==> src/rtl/updown_counter_gen.sv <==
// Parametrised up/down counter with runtime limit, variable step, wrap/saturate
// modes, overflow/underflow pulses and sticky error flag. Define PRESCALE_EN to add the step prescaler.
module updown_counter_gen #(
  parameter int               WIDTH     = 8,
  parameter logic [WIDTH-1:0] LIMIT_RST = {WIDTH{1'b1}},
  parameter int               PRESC_W   = 4
) (
  input  logic               clk_in,
  input  logic               rst_in,
  input  logic               en_ctrl_in,
  input  logic               set_ctrl_in,
  input  logic               up_ctrl_in,
  input  logic               sat_mode_in,
  input  logic [WIDTH-1:0]   counter_in,
  input  logic [WIDTH-1:0]   step_in,
  input  logic [WIDTH-1:0]   limit_in,
  input  logic               limit_wr_in,
  input  logic               clr_sticky_in,
`ifdef PRESCALE_EN
  input  logic [PRESC_W-1:0] presc_in,
`endif
  output logic [WIDTH-1:0]   counter_out,
  output logic               ovf_out,
  output logic               unf_out,
  output logic               tc_out,
  output logic               ovf_sticky_out
);

  logic [WIDTH-1:0] cnt_p0, cnt_p1;
  logic [WIDTH-1:0] lim_p1;
  logic [WIDTH-1:0] step_eff;
  logic [WIDTH:0]   up_res, dn_res;
  logic             ovf_p0, unf_p0;
  logic             ovf_p1, unf_p1, sticky_p1;
  logic             step_tick;

  // Returns {crossed, next}; arithmetic carried one bit wider so the sum cannot alias.
  function automatic logic [WIDTH:0] step_up(input logic [WIDTH-1:0] cnt,
                                             input logic [WIDTH-1:0] s,
                                             input logic [WIDTH-1:0] lim,
                                             input logic             sat);
    logic [WIDTH:0] sum;
    logic [WIDTH:0] wrapv;
    sum   = {1'b0, cnt} + {1'b0, s};
    wrapv = sum - ({1'b0, lim} + (WIDTH+1)'(1));
    if (sum <= {1'b0, lim}) return {1'b0, sum[WIDTH-1:0]};
    if (sat)                return {1'b1, lim};
    if (wrapv > {1'b0, lim}) return {1'b1, {WIDTH{1'b0}}};
    return {1'b1, wrapv[WIDTH-1:0]};
  endfunction

  // Wrap result may go negative when the step exceeds the modulus; that pins to limit.
  function automatic logic [WIDTH:0] step_down(input logic [WIDTH-1:0] cnt,
                                               input logic [WIDTH-1:0] s,
                                               input logic [WIDTH-1:0] lim,
                                               input logic             sat);
    logic [WIDTH+1:0] t;
    t = {2'b00, cnt} + {2'b00, lim} + (WIDTH+2)'(1) - {2'b00, s};
    if (cnt >= s) return {1'b0, cnt - s};
    if (sat)      return {1'b1, {WIDTH{1'b0}}};
    if (t[WIDTH+1] || (t[WIDTH:0] > {1'b0, lim})) return {1'b1, lim};
    return {1'b1, t[WIDTH-1:0]};
  endfunction

`ifdef PRESCALE_EN
  logic [PRESC_W-1:0] presc_p1;

  always_ff @(posedge clk_in or negedge rst_in) begin
    if (!rst_in)          presc_p1 <= '0;
    else if (set_ctrl_in) presc_p1 <= '0;
    else if (en_ctrl_in)  presc_p1 <= (presc_p1 >= presc_in) ? '0 : presc_p1 + PRESC_W'(1);
  end

  // >= keeps the divider well-behaved if presc_in is lowered mid-period.
  assign step_tick = (presc_p1 >= presc_in);
`else
  assign step_tick = (PRESC_W > 0);
`endif

  assign step_eff = (step_in == '0) ? {{(WIDTH-1){1'b0}}, 1'b1} : step_in;
  assign up_res   = step_up(cnt_p1, step_eff, lim_p1, sat_mode_in);
  assign dn_res   = step_down(cnt_p1, step_eff, lim_p1, sat_mode_in);

  // Stage p0: next-count selection, priority set > clamp > count > hold
  always_comb begin
    cnt_p0 = cnt_p1;
    ovf_p0 = 1'b0;
    unf_p0 = 1'b0;
    if (set_ctrl_in) begin
      cnt_p0 = (counter_in > lim_p1) ? lim_p1 : counter_in;
    end else if (cnt_p1 > lim_p1) begin
      cnt_p0 = lim_p1;
    end else if (en_ctrl_in && step_tick) begin
      if (up_ctrl_in) begin
        cnt_p0 = up_res[WIDTH-1:0];
        ovf_p0 = up_res[WIDTH];
      end else begin
        cnt_p0 = dn_res[WIDTH-1:0];
        unf_p0 = dn_res[WIDTH];
      end
    end
  end

  // Stage p1: registered state; limit update lands after the count used the old value
  always_ff @(posedge clk_in or negedge rst_in) begin
    if (!rst_in) begin
      cnt_p1    <= '0;
      lim_p1    <= LIMIT_RST;
      ovf_p1    <= 1'b0;
      unf_p1    <= 1'b0;
      sticky_p1 <= 1'b0;
    end else begin
      cnt_p1    <= cnt_p0;
      ovf_p1    <= ovf_p0;
      unf_p1    <= unf_p0;
      sticky_p1 <= (sticky_p1 & ~clr_sticky_in) | ovf_p0 | unf_p0;
      if (limit_wr_in) lim_p1 <= limit_in;
    end
  end

  assign counter_out    = cnt_p1;
  assign ovf_out        = ovf_p1;
  assign unf_out        = unf_p1;
  assign ovf_sticky_out = sticky_p1;
  assign tc_out         = up_ctrl_in ? (cnt_p1 == lim_p1) : (cnt_p1 == '0);

endmodule

==> config.mk <==
export PLATFORM = sky130hd
export DESIGN_NAME = updown_counter_gen
export DESIGN_NICKNAME = d
export VERILOG_FILES = /design/src/rtl/updown_counter_gen.sv
export SDC_FILE = /design/constraint.sdc
export NUM_CORES = 1
export LEC_CHECK = 0
export CORE_MARGIN = 10
export CORE_UTILIZATION = 39
export CTS_BUF_LIST = sky130_fd_sc_hd__clkbuf_16
export DETAILED_ROUTE_END_ITERATION = 12
export GPL_ROUTABILITY_DRIVEN = 1
export PLACE_DENSITY = 0.67
export SYNTH_ARGS = -nofsm -noshare
export SYNTH_HDL_FRONTEND = slang
export SYNTH_SLANG_ARGS = --single-unit
==> constraint.sdc <==
create_clock -name clk_in -period 13.2 [get_ports clk_in]
set_input_delay 2.64 -clock clk_in [delete_from_list [all_inputs] [get_ports clk_in]]
set_output_delay 2.64 -clock clk_in [all_outputs]
set_load 0.02 [all_outputs]
==> impl_metrics.yaml, run 1 <==
run_status:
  outcome: "finished clean"
die:
  core_ar_um2: 9280
  floorplan.io_pins: 44
  die_area_um2: 13900
  std_cell_rows: 35
  start_util_pct: 40.4
  floorplan.die.height_um: 118
  die_w_um: 118
synth:
  post_synth_instance_area_um2: 3750
  sequential_cell_area_fraction_in_the_yosys_report_pct: 12.9
  ys.warnings.count: 0
  synthArstFlopShare_pct: 100
  synth-edff-count: 0
  synthesis.instances: 463
  syn_nets: 573
  synth.avg_cell_area_um2: 8.10
  synth_top_flop_cell: "sky130_fd_sc_hd__dfrtp_1"
  ys_seq_elements: 19
  synth.lib_cells_used.distinct: 61
detailed_routing:
  drt-wirelength-per-cell_um: 20.1
  post-route-drc-count: 0
  final_antenna_net_count: 0
  routed_wirelength_um: 12600
  vias: 3692
  detailedRoute.firstIterationViolations: 299
  detail_route.first_pass.iterations: 5
  route.detailed.vias_per_inst: 5.92
sta:
  setup_viol: 0
  setup_tns_ns: 0
  maxSlewHeadroom_pct: 40.9
  hold_slack_ns: 0.543
  finClkSkew_ns: 0.00174
  timing.final.ws_setup_ns: 5.07
  final_period_minus_worst_setup_slack_ns: 8.13
  final_hold_violation_count: 0
  max_clock_freq_ghz: 0.123
  setup_repair_after_global_routing_missed_its_margin: "no"
  layout_worst_path_cycle_share_pct: 61.6
  final_max_slew_viol_count: 0
  worst-slew-pin-transition_ns: 0.884
cts:
  ctsResizeCount: 0
  htree_levels: 1
  ctsRootBufferMaster: "sky130_fd_sc_hd__clkbuf_16"
  post_cts.repair.setup_buffers: 0
  cts.path.max_buffers: 2
  cts.sinks: 19
  post_cts_hold_buffer_count: 0
  cts_inserted_buffers: 3
  cts_tree: "done"
  insertion_delay_to_the_later_sink_of_the_worst_skew_pair_ns: 0.26
  cts.reportedPaths.clkPinSlew_ns: 0.06
setup_path:
  critPathRequiredTime_ns: 13.32
  setup.worst_path.start_class: "input port"
  critical_path_peak_fanout: 6
  reg2reg_setup_slack_ns: 7.93
  worst-endpoint-arrival_ns: 8.25
  path_class: "input port to flop"
  worstSetupEndpointType: "flop"
global_routing:
  grt.total_usage_pct: 17.3
  total_grt_overflow: 0
  grt_pass1_vias: 3720
  antenna_violations_before_repair: 0
  grt_first_pass_wirelength_um: 19900
  grt_start_max_net_pins: 20
worst_hold_path:
  holdCritPathClass: "flop to flop"
finish:
  diodes: 0
  final_net_count: 606
  layout.area.seq_um2: 485
  flow.area_growth_from_synthesis_pct: 16.3
  multiInputGateArea_um2: 3020
  drive_above_1_share_pct: 6.06
  fill_cells: 938
job:
  cap_violations: 0
placed_design:
  dpl.hpwl_um: 10300
  buffer_ports.inserted: 43
  place_worst_setup_slack_ns: 4.90
  gp_congestion: 0.990
placed cells by master, fill, tap and decap left out, types with 7 or more instances in the layout:
master / count
sky130_fd_sc_hd__a211oi_1: 8
sky130_fd_sc_hd__clkdlybuf4s50_1: 43
sky130_fd_sc_hd__a21oi_1: 24
sky130_fd_sc_hd__nor3_1: 7
sky130_fd_sc_hd__a21o_1: 11
sky130_fd_sc_hd__o21ai_0: 29
sky130_fd_sc_hd__nand2_1: 31
sky130_fd_sc_hd__nand4_1: 8
sky130_fd_sc_hd__xnor2_1: 17
sky130_fd_sc_hd__and3_1: 9
sky130_fd_sc_hd__dfstp_2: 8
sky130_fd_sc_hd__nor2_1: 26
sky130_fd_sc_hd__inv_1: 48
sky130_fd_sc_hd__fa_1: 11
sky130_fd_sc_hd__ha_1: 67
sky130_fd_sc_hd__nand2b_1: 7
sky130_fd_sc_hd__o21a_1: 7
sky130_fd_sc_hd__xor2_1: 9
sky130_fd_sc_hd__nand3_1: 9
sky130_fd_sc_hd__dfrtp_1: 11
critical path, cell delays in order:
cell and delay [ns]:
sky130_fd_sc_hd__clkdlybuf4s50_1 0.48, sky130_fd_sc_hd__nor4_1 0.44, sky130_fd_sc_hd__a21o_1 0.25, sky130_fd_sc_hd__ha_1 0.21, sky130_fd_sc_hd__fa_1 0.23, sky130_fd_sc_hd__nand2b_1 0.09, sky130_fd_sc_hd__a221oi_1 0.33, sky130_fd_sc_hd__nor2_1 0.06
sky130_fd_sc_hd__o21ai_0 0.20, sky130_fd_sc_hd__xnor2_1 0.23, sky130_fd_sc_hd__ha_1 0.36, sky130_fd_sc_hd__and2_1 0.20, sky130_fd_sc_hd__a311o_1 0.35, sky130_fd_sc_hd__a41oi_1 0.21, sky130_fd_sc_hd__xnor2_1 0.20, sky130_fd_sc_hd__ha_1 0.30
sky130_fd_sc_hd__nand3_1 0.08, sky130_fd_sc_hd__or3_1 0.12, sky130_fd_sc_hd__o211ai_1 0.10, sky130_fd_sc_hd__o21ai_0 0.33, sky130_fd_sc_hd__nor3b_2 0.12, sky130_fd_sc_hd__and2_1 0.18, sky130_fd_sc_hd__a2111oi_0 0.40, sky130_fd_sc_hd__o31ai_1 0.15
metal layers:
metal	vias to the layer above	global-route usage (%)	part of all wire, %
met5	-	0	0
li1	1753	-	-
met3	31	2.49	7.5
met1	1736	23.4	45
met2	172	27.1	45
met4	0	5.95	3.1
through the flow:
step           instances  util, %  cell area (um2)
2_1_floorplan        463        -             3750
3_3_place_gp         620     46.1             4280
3_5_place_dp         620     46.1             4280
4_1_cts              624     47.0             4360
5_1_grt              624     47.0             4360
6_report             624     47.0             4360
layout make-up:
class                   count  area share (%)
repair buffers             44            10.0
inverters                  48            4.13
clock buffers               3            1.72
multi-input cells         380            69.1
well taps                 129            3.70
flip-flops and latches     19            11.1
clock inverters             1           0.172
final timing paths:
kind,startpoint,endpoint,cells after the start
setup reg to reg,counter_out[2],counter_out[1],20
hold / removal,ovf_sticky_out,ovf_sticky_out,2
setup / recovery,step_in[4],counter_out[1],24
max in group asynchronous,rst_in,ovf_out,1
hold reg to reg,ovf_sticky_out,ovf_sticky_out,2
min in group asynchronous,rst_in,ovf_sticky_out,1
cell usage after synthesis (9+ instances only):
library cell | instances | area, um2
sky130_fd_sc_hd__a21o_1 | 11 | 82.6
sky130_fd_sc_hd__a21oi_1 | 24 | 120
sky130_fd_sc_hd__and3_1 | 9 | 56.3
sky130_fd_sc_hd__clkbuf_1 | 13 | 48.8
sky130_fd_sc_hd__dfrtp_1 | 11 | 275
sky130_fd_sc_hd__fa_1 | 11 | 220
sky130_fd_sc_hd__ha_1 | 67 | 838
sky130_fd_sc_hd__inv_1 | 48 | 180
sky130_fd_sc_hd__nand2_1 | 31 | 116
sky130_fd_sc_hd__nand3_1 | 9 | 45.0
sky130_fd_sc_hd__nor2_1 | 26 | 97.6
sky130_fd_sc_hd__o21ai_0 | 29 | 145
sky130_fd_sc_hd__xnor2_1 | 17 | 149
sky130_fd_sc_hd__xor2_1 | 9 | 78.8
kinds of logic (layout without fill, tap and decap cells):
group	count (synthesis)	count (layout)	synth area share (%)
adders and majority gates	78	78	28.2
buffers and inverters	64	96	6.67
and+or+nand+nor	126	126	16.9
DFF	19	19	12.9
muxes	12	12	3.50
AOI/OAI and AO/OA	138	138	25.7
xor gates and xnor gates	26	26	6.07
state kept, by name (all words and copies together), names as in the netlist:
register        cells
unf_out             1
ovf_out             1
lim_p1              8
counter_out         8
ovf_sticky_out      1
Power of run 1 is left out: the tool's default activity adds up to more than one toggle a clock period on the data nets, which glitch-free logic cannot reach.
==> run 2, diff against run 1 <==
- PLACE_DENSITY: 0.67 -> 0.69
- clock period: 13.2 -> 6.7 ns (I/O delays scaled with it)
==> run 2 against run 1 <==
Against the previous run: sequential share of layout area decreased by 0.21 points; critical path type unchanged; non-clock buffer count grew 9; register-to-register slack got worse by 6.3 ns; cell count rose by 1.4%; highest routed layer unchanged.
==> impl_metrics.yaml, run 2 (synthesized netlist as in run 1, its figures left out) <==
run_status:
  outcome: "finished clean"
detailed_routing:
  detailedRoute.firstIterationViolations: 360
  post-route-drc-count: 0
  final_antenna_net_count: 0
  vias: 3730
  drt-wirelength-per-cell_um: 19.8
  detail_route.first_pass.iterations: 5
  route.detailed.vias_per_inst: 5.89
  routed_wirelength_um: 12500
finish:
  final_net_count: 615
  mostFrequentLayoutCells: "sky130_fd_sc_hd__ha_1, sky130_fd_sc_hd__inv_1, sky130_fd_sc_hd__clkdlybuf4s50_1"
  multiInputGateArea_um2: 3030
  layout.area.seq_um2: 485
  diodes: 0
  final_cell_area_um2: 4450
  mostFrequentLayoutCell: "sky130_fd_sc_hd__ha_1"
  drive_above_1_share_pct: 8.33
  flow.area_growth_from_synthesis_pct: 18.6
  fill_cells: 916
worst_hold_path:
  hp-start: "ovf_sticky_out"
  min_delay_worst_endpoint: "ovf_sticky_out"
  whs_path_depth: 2
  holdCritPathClass: "flop to flop"
cts:
  cts.path.max_buffers: 2
  ctsRootBufferMaster: "sky130_fd_sc_hd__clkbuf_16"
  cts_tree: "done"
  post_cts_hold_buffer_count: 0
  htree_levels: 1
  cts.sinks: 19
  post_cts.repair.setup_buffers: 0
  insertion_delay_to_the_later_sink_of_the_worst_skew_pair_ns: 0.25
  cts.reportedPaths.clkPinSlew_ns: 0.06
  cts_inserted_buffers: 3
global_routing:
  total_grt_overflow: 0
  most_crowded_layer_gr: "met2"
  globalRouteMet1Util_pct: 22.8
  antenna_violations_before_repair: 0
  grt_first_pass_wirelength_um: 20200
  grt.total_usage_pct: 17.4
  groute.layer.met3.usage_pct: 4.17
  met2_usage_pct: 27.9
  grt_start_max_net_pins: 20
  grt_pass1_vias: 3743
setup_path:
  critical_path_peak_fanout: 4
  critPathRequiredTime_ns: 6.85
  ff2ff_path_depth: 17
  worst_r2r_endpoint: "counter_out[3]"
  crit_start: "step_in[4]"
  worstSetupEndpointType: "flop"
  r2r-start: "lim_p1[5]"
  path_class: "input port to flop"
  setup.worst_path.start_class: "input port"
  worst-endpoint-arrival_ns: 6.43
  reg2reg_setup_slack_ns: 1.60
sta:
  final_period_minus_worst_setup_slack_ns: 6.27
  setup_viol: 0
  layout_worst_path_cycle_share_pct: 93.6
  finClkSkew_ns: 0.00231
  timing.final.ws_setup_ns: 0.428
  setup_tns_ns: 0
  max_clock_freq_ghz: 0.159
  hold_slack_ns: 0.553
  final_hold_violation_count: 0
  final_max_slew_viol_count: 0
  worst-slew-pin-transition_ns: 0.896
  maxSlewHeadroom_pct: 39.8
  setup_repair_after_global_routing_missed_its_margin: "no"
die:
  floorplan.io_pins: 44
  die_area_um2: 13900
  floorplan.die.height_um: 118
  std_cell_rows: 35
  die_w_um: 118
  core_ar_um2: 9280
  start_util_pct: 40.4
placed_design:
  dpl-instance-area_um2: 4350
  buffer_ports.inserted: 43
  dpl.hpwl_um: 10200
  place_worst_setup_slack_ns: 0.00666
  gp_congestion: 0.963
job:
  cap_violations: 0
run 2: cell types whose count changed in the layout (fill, tap and decap cells not counted), sizes merged:
cell | previous run | this run
buf | 1 | 10
run 2: cell type report:
type	instances	share of cell area [%]
Timing Repair Buffer	53	11.4
Inverter	48	4.05
Multi-Input combinational cell	380	68.2
Clock buffer	3	1.69
Sequential cell	19	10.9
Clock inverter	1	0.169
Tap cell	129	3.63
run 2: per-layer routing:
| layer | vias to the layer above | wire, um |
|---|---|---|
| met5 | - | 0 |
| met1 | 1756 | 5520 |
| met2 | 184 | 5610 |
| met3 | 21 | 1130 |
| met4 | 0 | 255 |
| li1 | 1769 | - |
run 2: per-stage QoR:
step,util [%],std cells
after CTS,47.7,633
after detailed placement,46.8,629
after floorplan,-,463
after global routing,47.9,633
final,47.9,633
after global placement,46.8,629
run 2: what timing repair did:
item                                    4_1_cts  5_1_grt
endpoints found under the hold margin         0        0
gates resized for setup                       0        5
endpoints found under the setup margin        0        8
run 2: critical path, cell delays in order:
cell                              delay (ns)
sky130_fd_sc_hd__clkdlybuf4s50_1        0.44
sky130_fd_sc_hd__nor4_2                 0.31
sky130_fd_sc_hd__a21o_1                 0.17
sky130_fd_sc_hd__ha_1                   0.19
sky130_fd_sc_hd__fa_1                   0.23
sky130_fd_sc_hd__nand2b_1               0.10
sky130_fd_sc_hd__a221oi_2               0.30
sky130_fd_sc_hd__nor2_1                 0.07
sky130_fd_sc_hd__o21ai_1                0.16
sky130_fd_sc_hd__xnor2_1                0.17
sky130_fd_sc_hd__ha_1                   0.29
sky130_fd_sc_hd__and2_1                 0.19
sky130_fd_sc_hd__a311o_1                0.35
sky130_fd_sc_hd__a41oi_1                0.21
sky130_fd_sc_hd__xnor2_1                0.13
sky130_fd_sc_hd__ha_1                   0.31
sky130_fd_sc_hd__nand3_1                0.07
sky130_fd_sc_hd__or3_1                  0.33
sky130_fd_sc_hd__a21oi_1                0.14
sky130_fd_sc_hd__o21ai_1                0.13
sky130_fd_sc_hd__nor3b_2                0.27
sky130_fd_sc_hd__and2_1                 0.18
sky130_fd_sc_hd__a2111oi_0              0.07
sky130_fd_sc_hd__o31ai_1                0.27
run 2: worst max-delay path by stage:
| stage | endpoint | slack [ns] | depth (start not counted) |
|---|---|---|---|
| CTS | counter_out[1] | 0.26 | 24 |
| floorplan | counter_out[3] | 0.99 | 23 |
| detailed placement | counter_out[1] | 0.007 | 24 |
| global placement | counter_out[3] | 0.19 | 23 |
| global route | counter_out[1] | 0.03 | 24 |
| finish | counter_out[1] | 0.43 | 24 |
Power of run 2 is left out for the same reason.
